## src/rtl/phit_pkg.sv

```systemverilog
// Shared phit encoding and injector state type for the 4-bit-phit fabric.
package phit_pkg;

  localparam logic [1:0] PHIT_HEAD = 2'b11;
  localparam logic [1:0] PHIT_PAY  = 2'b10;
  localparam logic [1:0] PHIT_IDLE = 2'b00;

  typedef struct packed {
    logic [1:0] ptype;
    logic [1:0] field;
  } phit_t;

  typedef enum logic [1:0] {
    ST_IDLE = 2'd0,
    ST_LOAD = 2'd1,
    ST_HEAD = 2'd2,
    ST_PAY  = 2'd3
  } inj_state_t;

endpackage

```

## src/rtl/packet_injector_if.sv

```systemverilog
// Client-facing bundle of the packet injector: request, payload and router-side outputs.
// Handshakes: a transfer happens on a rising edge where valid & ready are both high;
// ready depends on injector state only, and valid must not wait on ready.
interface packet_injector_if #(
  parameter int MAX_HOPS  = 4,
  parameter int MAX_WORDS = 16
);
  logic                             req_valid;
  logic                             req_ready;
  logic [2*MAX_HOPS-1:0]            req_route;
  logic [$clog2(MAX_HOPS+1)-1:0]    req_hops;
  logic [$clog2(MAX_WORDS+1)-1:0]   req_len;
  logic                             data_valid;
  logic                             data_ready;
  logic [1:0]                       data;
  logic [3:0]                       phit;
  logic                             busy;
  logic                             err;

  modport master (
    output req_valid, req_route, req_hops, req_len, data_valid, data,
    input  req_ready, data_ready, phit, busy, err
  );

  modport slave (
    input  req_valid, req_route, req_hops, req_len, data_valid, data,
    output req_ready, data_ready, phit, busy, err
  );
endinterface

```

## src/rtl/payload_buf.sv

```systemverilog
// Payload register file: written in order during LOAD, read in the same order during PAY.
module payload_buf #(
  parameter int DEPTH = 16,
  parameter int DW    = 2
) (
  input  logic          clk,
  input  logic          rst,
  input  logic          clr,
  input  logic          wr_en,
  input  logic [DW-1:0] wr_data,
  input  logic          rd_en,
  output logic [DW-1:0] rd_data
);
  localparam int AW = (DEPTH > 1) ? $clog2(DEPTH) : 1;

  logic [DW-1:0] mem [DEPTH];
  logic [AW-1:0] wr_ptr;
  logic [AW-1:0] rd_ptr;

  always_ff @(posedge clk or posedge rst) begin
    if (rst) begin
      wr_ptr <= '0;
      rd_ptr <= '0;
    end else if (clr) begin
      wr_ptr <= '0;
      rd_ptr <= '0;
    end else begin
      if (wr_en) wr_ptr <= wr_ptr + 1'b1;
      if (rd_en) rd_ptr <= rd_ptr + 1'b1;
    end
  end

  // Contents need no reset: every word read in PAY was written in the same packet's LOAD.
  always_ff @(posedge clk) begin
    if (wr_en) mem[wr_ptr] <= wr_data;
  end

  assign rd_data = mem[rd_ptr];

endmodule

```

## src/rtl/packet_injector.sv

```systemverilog
// Source-side injector: buffers a whole payload, then emits head phits per hop
// followed by the payload as one gap-free phit stream.
module packet_injector
  import phit_pkg::*;
#(
  parameter int MAX_HOPS  = 4,
  parameter int MAX_WORDS = 16
) (
  input  logic               clk,
  input  logic               rst,
  packet_injector_if.slave   bus,
  output inj_state_t         state_dbg
);
  localparam int HW = $clog2(MAX_HOPS + 1);
  localparam int LW = $clog2(MAX_WORDS + 1);
  localparam int RW = 2 * MAX_HOPS;

  inj_state_t      state_q, state_d;
  logic [RW-1:0]   route_q;
  logic [HW-1:0]   hops_q;
  logic [LW-1:0]   len_q;
  logic [HW-1:0]   hop_idx_q, hop_idx_d, hop_nxt;
  logic [LW-1:0]   word_cnt_q, word_cnt_d, cnt_nxt;
  phit_t           phit_q, phit_d;
  logic            err_q, err_d;
  logic            latch, buf_clr, wr_en, rd_en, req_bad;
  logic [1:0]      rd_data, next_port;

  payload_buf #(.DEPTH(MAX_WORDS), .DW(2)) u_buf (
    .clk     (clk),
    .rst     (rst),
    .clr     (buf_clr),
    .wr_en   (wr_en),
    .wr_data (bus.data),
    .rd_en   (rd_en),
    .rd_data (rd_data)
  );

  always_ff @(posedge clk or posedge rst) begin
    if (rst) begin
      state_q    <= ST_IDLE;
      route_q    <= '0;
      hops_q     <= '0;
      len_q      <= '0;
      hop_idx_q  <= '0;
      word_cnt_q <= '0;
      phit_q     <= '0;
      err_q      <= 1'b0;
    end else begin
      state_q    <= state_d;
      hop_idx_q  <= hop_idx_d;
      word_cnt_q <= word_cnt_d;
      phit_q     <= phit_d;
      err_q      <= err_d;
      if (latch) begin
        route_q <= bus.req_route;
        hops_q  <= bus.req_hops;
        len_q   <= bus.req_len;
      end
    end
  end

  // phit_d is the phit shown on the cycle after this edge, so transitions load it directly.
  always_comb begin
    state_d    = state_q;
    hop_idx_d  = hop_idx_q;
    word_cnt_d = word_cnt_q;
    phit_d     = '0;
    err_d      = 1'b0;
    latch      = 1'b0;
    buf_clr    = 1'b0;
    wr_en      = 1'b0;
    rd_en      = 1'b0;
    hop_nxt    = hop_idx_q + 1'b1;
    cnt_nxt    = word_cnt_q + 1'b1;
    next_port  = 2'(route_q >> {hop_nxt, 1'b0});
    req_bad    = (bus.req_hops == '0) || (bus.req_hops > HW'(MAX_HOPS)) ||
                 (bus.req_len > LW'(MAX_WORDS));
    case (state_q)
      ST_IDLE: begin
        if (bus.req_valid) begin
          latch      = 1'b1;
          buf_clr    = 1'b1;
          hop_idx_d  = '0;
          word_cnt_d = '0;
          if (req_bad) begin
            err_d = 1'b1;
          end else if (bus.req_len == '0) begin
            state_d = ST_HEAD;
            phit_d  = {PHIT_HEAD, bus.req_route[1:0]};
          end else begin
            state_d = ST_LOAD;
          end
        end
      end
      ST_LOAD: begin
        if (bus.data_valid) begin
          wr_en      = 1'b1;
          word_cnt_d = cnt_nxt;
          if (cnt_nxt == len_q) begin
            state_d = ST_HEAD;
            phit_d  = {PHIT_HEAD, route_q[1:0]};
          end
        end
      end
      ST_HEAD: begin
        if (hop_nxt == hops_q) begin
          if (len_q != '0) begin
            state_d    = ST_PAY;
            phit_d     = {PHIT_PAY, rd_data};
            rd_en      = 1'b1;
            word_cnt_d = len_q - 1'b1;
          end else begin
            state_d = ST_IDLE;
          end
        end else begin
          hop_idx_d = hop_nxt;
          phit_d    = {PHIT_HEAD, next_port};
        end
      end
      ST_PAY: begin
        // word_cnt_q counts payload words still to follow the one on phit now.
        if (word_cnt_q == '0) begin
          state_d = ST_IDLE;
        end else begin
          phit_d     = {PHIT_PAY, rd_data};
          rd_en      = 1'b1;
          word_cnt_d = word_cnt_q - 1'b1;
        end
      end
      default: state_d = ST_IDLE;
    endcase
  end

  assign bus.req_ready  = (state_q == ST_IDLE);
  assign bus.data_ready = (state_q == ST_LOAD);
  assign bus.busy       = (state_q != ST_IDLE);
  assign bus.phit       = phit_q;
  assign bus.err        = err_q;
  assign state_dbg      = state_q;

endmodule

```

## src/flat_wrapper.sv

```systemverilog
// flat-port wrapper written by rule: the top's interface ports become plain ports
module packet_injector_flat import phit_pkg::*;
#(
  parameter int MAX_HOPS  = 4,
  parameter int MAX_WORDS = 16
)
  (clk, rst, state_dbg, bus_req_valid, bus_req_route, bus_req_hops, bus_req_len, bus_data_valid, bus_data, bus_req_ready, bus_data_ready, bus_phit, bus_busy, bus_err);
  packet_injector_if #(.MAX_HOPS(MAX_HOPS), .MAX_WORDS(MAX_WORDS)) bus_i ();
  input  logic clk;
  input  logic rst;
  output inj_state_t state_dbg;
  input wire logic [$bits(bus_i.req_valid)-1:0] bus_req_valid;
  input wire logic [$bits(bus_i.req_route)-1:0] bus_req_route;
  input wire logic [$bits(bus_i.req_hops)-1:0] bus_req_hops;
  input wire logic [$bits(bus_i.req_len)-1:0] bus_req_len;
  input wire logic [$bits(bus_i.data_valid)-1:0] bus_data_valid;
  input wire logic [$bits(bus_i.data)-1:0] bus_data;
  output wire logic [$bits(bus_i.req_ready)-1:0] bus_req_ready;
  output wire logic [$bits(bus_i.data_ready)-1:0] bus_data_ready;
  output wire logic [$bits(bus_i.phit)-1:0] bus_phit;
  output wire logic [$bits(bus_i.busy)-1:0] bus_busy;
  output wire logic [$bits(bus_i.err)-1:0] bus_err;
  assign bus_i.req_valid = bus_req_valid;
  assign bus_i.req_route = bus_req_route;
  assign bus_i.req_hops = bus_req_hops;
  assign bus_i.req_len = bus_req_len;
  assign bus_i.data_valid = bus_data_valid;
  assign bus_i.data = bus_data;
  assign bus_req_ready = bus_i.req_ready;
  assign bus_data_ready = bus_i.data_ready;
  assign bus_phit = bus_i.phit;
  assign bus_busy = bus_i.busy;
  assign bus_err = bus_i.err;
  packet_injector #(.MAX_HOPS(MAX_HOPS), .MAX_WORDS(MAX_WORDS)) u_core (.clk(clk), .rst(rst), .bus(bus_i), .state_dbg(state_dbg));
endmodule
```

## config.mk

```make
export PLATFORM = sky130hd
export DESIGN_NAME = packet_injector_flat
export DESIGN_NICKNAME = d
export VERILOG_FILES = /design/src/rtl/phit_pkg.sv /design/src/rtl/packet_injector_if.sv /design/src/rtl/payload_buf.sv /design/src/rtl/packet_injector.sv /design/src/flat_wrapper.sv
export SDC_FILE = /design/constraint.sdc
export NUM_CORES = 1
export LEC_CHECK = 0
export BUFFER_PORTS_ARGS = -buffer_cell sky130_fd_sc_hd__buf_2
export CORE_MARGIN = 2
export CORE_UTILIZATION = 25
export DETAILED_ROUTE_END_ITERATION = 7
export REMOVE_ABC_BUFFERS = 1
export SYNTH_ARGS = -nofsm -noshare
export SYNTH_HDL_FRONTEND = slang
export SYNTH_SLANG_ARGS = --single-unit
```

## constraint.sdc

```tcl
create_clock -name clk -period 2.2 [get_ports clk]
set_input_delay 0.11 -clock clk [delete_from_list [all_inputs] [get_ports clk]]
set_output_delay 0.11 -clock clk [all_outputs]
set_load 0.01 [all_outputs]
```

==> summary.txt <==
Timing
  • RSZ-0062 raised after global routing: yes
  • Layout Skew: 0.005179 ns
  • Fin crit period: 2.102 ns
  • Slew Viols, Final: 0
  • Worst Max-Slew Pin Slew: 0.5204 ns
  • Setup ws final: approximately 0.098 ns
  • Hold Fails Final Rpt: 0
  • Crit share post-route: 0.9554
  • Fmax: roughly 480 MHz
  • Relative slew slack: 0.6530
  • Setup TNS: 0 ns
  • Finish-stage setup viols: 0
  • WHS: ~0.017 ns

Setup path
  • Setup crit start kind: flop
  • Critical Path Max Stage Delay: 0.38 ns
  • RR Endpoint: u_core.u_buf.rd_ptr[3]$_DFFE_PP0P_
  • Critical Path End Type: flop
  • Worst EP arrival: 2.36 ns
  • CP Cell Sequence: ha_1, xor2_1, or2_1, o31a_4, or3_1, a21oi_1
  • Data required time at the worst endpoint: between 2 and 2.5 ns
  • Crit-path slowest cell: dfrtp_1
  • FF-to-FF Start: u_core.hop_idx_q[0]$_DFFE_PP0P_
  • Internal reg-to-reg setup slack: 0.1 ns
  • Max FO, Critical Path: 10
  • Crit path kind: reg2reg
  • Reg2Reg Depth: 6

Layout
  • Antenna diodes: 0
  • Layout cell share with drive strength beyond 1: 0.2187
  • Nets: 433
  • Layout area overhead: 26.65%

Yosys
  • Syn Area/Cell: 10.97 sq um
  • Yosys top cell by area: dfrtp_1
  • Post-synth cell types: 51
  • Cell Area, Synth: 0.003686 sq mm
  • Mux cell area share after synthesis: 0.08384
  • Seq/Total Area, Yosys: 0.5255
  • Largest family of logic cells by synthesized area: simple AND/OR/NAND/NOR gates
  • Synth Area in Compound Gates: 0.1049
  • Post-synth EDFFs: 32
  • Top_reg_cell synth: dfrtp_1
  • Ys Warns: 0
  • Cell with the most instances after synthesis: nand2_1
  • Synth Instances: 336
  • Synth Area in Adders: 0.03055
  • Fraction of the mapped netlist area in simple logic gates: 0.1833
  • Area share of the largest cell type after synthesis: 0.2648
  • Top post-synthesis cells by area: dfrtp_1 26%, edfxtp_1 26%, nand2_1 6.7%, mux4_2 6.1%, ha_1 3.1%
  • Yosys reg bits: just over 70
  • Ys async rst share: 0.5493
  • Top cells by count, synth: 66 x nand2_1, 39 x dfrtp_1, 32 x edfxtp_1, 17 x and2_1, 15 x o21ai_0
  • Xor-xnor portion of the synthesized cell area: 0.04209

Route
  • Final wirelength: 8.526 mm
  • First-pass DRT Iterations: 4
  • DRT antenna net count: 0
  • Vias per cell: 4.684
  • Wire per inst: roughly 14 um
  • Drc violations: 0
  • Iteration-0 DRC Markers: 120
  • Vias post-DR: 2,768

Placement
  • Setup WS pre-CTS: about 0.036 ns
  • DP HPWL: 6.206 mm
  • Final Wtd Congestion: 0.8671
  • PortBufs: 31

Global routing
  • Largest net degree at the start of global routing: 40
  • Initial antenna violation count: 0
  • Total GRT Usage: 0.1142
  • GR Overflow Total: 0
  • First-pass GRT wire length: 14.24 mm
  • Number of global-route vias before repair: between 2,000 and 3,000

Outcome
  • Status: completed

CTS
  • Clk Latency, worst-skew pair: about 0.33 ns
  • CTS root buf: clkbuf_16
  • CTS tree: built
  • CTS buffer count: 9
  • Clk sink count: 71
  • H-tree Lvls: 3
  • CTS Buffer Depth: 2
  • Clk slew on worst S/H paths: 0.05 ns

Die
  • Die area: between 0.015 and 0.02 sq mm
  • Starting Density: 0.2546
  • FP Rows: 44
  • Die width: 125.4 um
  • Die H: roughly 130 um
  • CORE AREA: 0.01448 sq mm
  • Total I/O pin count: 32

Worst hold path
  • Worst hold stages: 3
  • Hold_sp: bus_req_route[0]
  • Hold EP: u_core.route_q[0]$_DFFE_PP0P_
  • Hold/Removal Path Class: in2reg

Power and ir drop
  • Max VDD drop: between 0.3 and 0.4 mV
  • Sequential share of power: 0.316
  • Sw Share: 0.3663
  • Net Sw Power: 2.374 mW
  • Pwr Total: ~6.5 mW
  • Clk pwr share: 0.234
  • P per Cell Area: 1388 mW/mm^2
  • Static Leakage: 1.973 nW
  • Comb power frac: 0.449
  • Internal power: 4.107 mW

Run
  • Max_cap viols: 0
==> power groups by stage <==
stage / logic, mW / registers, mW / clock network (mW)
after floorplan: 1.81 / 2.14 / 0
after global placement: 2.80 / 2.07 / 0
after detailed placement: 2.87 / 2.08 / 0
after CTS: 2.91 / 2.06 / 1.55
after global routing: 3.25 / 2.10 / 1.60
final: 2.91 / 2.05 / 1.52
==> final cells by class <==
| class | instances | area (sq um) |
|---|---|---|
| multi-input combinational | 237 | 1647 |
| sequential | 71 | 1937 |
| clock buffer | 9 | 225.2 |
| timing repair buffer | 72 | 500.5 |
| clock inverter | 7 | 87.58 |
| fill | 1445 | 9811 |
| tap | 184 | 230.2 |
| inverter | 11 | 41.29 |
==> metrics by stage <==
step / instance area [sq um] / util / std cells
CTS: 4661 / 0.3219 / 591
detailed placement: 4198 / 0.2899 / 560
floorplan: 3617 / - / 319
finish: 4668 / 0.3224 / 591
global route: 4668 / 0.3224 / 591
global placement: 4198 / 0.2899 / 560
==> state kept, by name, indices dropped and copies added (netlist names) <==
name	flops
u_core.route_q	8
u_core.hops_q	3
u_core.bus.err	1
u_core.hop_idx_q	3
u_core.word_cnt_q	5
u_core.u_buf.wr_ptr	4
u_core.len_q	5
u_core.bus.phit	4
u_core.u_buf.rd_ptr	4
u_core.u_buf.mem	32
u_core.state_dbg	2
==> critical path: cells and delay by family, from the launching register on <==
family | cells | cell delay (ns)
and+or+nand+nor | 2 | 0.62
xor gates and xnor gates | 1 | 0.18
DFF | 1 | 0.38
adders and majority gates | 1 | 0.32
AOI/OAI and AO/OA | 2 | 0.53
==> layer usage <==
metal | track usage | part of all wire
met3 | 0.03680 | 0.064
met1 | 0.1449 | 0.46
met5 | 0 | 0
met2 | 0.1812 | 0.47
met4 | 0.04444 | 0.013
==> what timing repair did <==
action | 4_1_cts | 5_1_grt
gates resized for setup | 0 | 1
hold endpoints to repair | 53 | 0
hold buffers | 15 | 0
endpoints found under the setup margin | 0 | 7
buffers inserted | 0 | 0
==> worst max-delay path by stage <==
stage	start	depth (start not counted)	to
2_1_floorplan	u_core.hop_idx_q[0]$_DFFE_PP0P_	6	u_core.word_cnt_q[3]$_DFFE_PP0P_
6_report	u_core.hop_idx_q[0]$_DFFE_PP0P_	6	u_core.u_buf.rd_ptr[3]$_DFFE_PP0P_
3_3_place_gp	u_core.hop_idx_q[0]$_DFFE_PP0P_	6	u_core.word_cnt_q[3]$_DFFE_PP0P_
3_5_place_dp	u_core.hop_idx_q[0]$_DFFE_PP0P_	6	u_core.u_buf.rd_ptr[3]$_DFFE_PP0P_
5_1_grt	u_core.hop_idx_q[0]$_DFFE_PP0P_	7	u_core.word_cnt_q[1]$_DFFE_PP0P_
4_1_cts	u_core.hop_idx_q[0]$_DFFE_PP0P_	6	u_core.u_buf.rd_ptr[3]$_DFFE_PP0P_
==> layout by cell type, fill, tap and decap left out, drive strengths merged, types with 9 or more instances in the layout <==
cell / Yosys / routed
nand2: 66 / 66
buf: 4 / 57
dfrtp: 39 / 39
edfxtp: 32 / 32
and2: 18 / 18
o21ai: 16 / 16
dlygate4sd3: 0 / 15
nor2: 11 / 11
inv: 11 / 11
a21oi: 11 / 11
mux4: 10 / 10
xor2: 9 / 9
nand3: 9 / 9
ha: 9 / 9
clkbuf: 13 / 9
==> logic make-up (layout without fill, tap and decap cells) <==
| family | after synthesis | after routing |
|---|---|---|
| multiplexers | 18 | 18 |
| AO/OA/AOI/OAI | 58 | 58 |
| AND/OR/NAND/NOR | 136 | 136 |
| flip-flops | 71 | 71 |
| adder cells (fa/ha/maj) | 9 | 9 |
| buffers and inverters | 28 | 99 |
| XOR/XNOR | 16 | 16 |
Note: power is estimated with default switching activity, not from simulation.
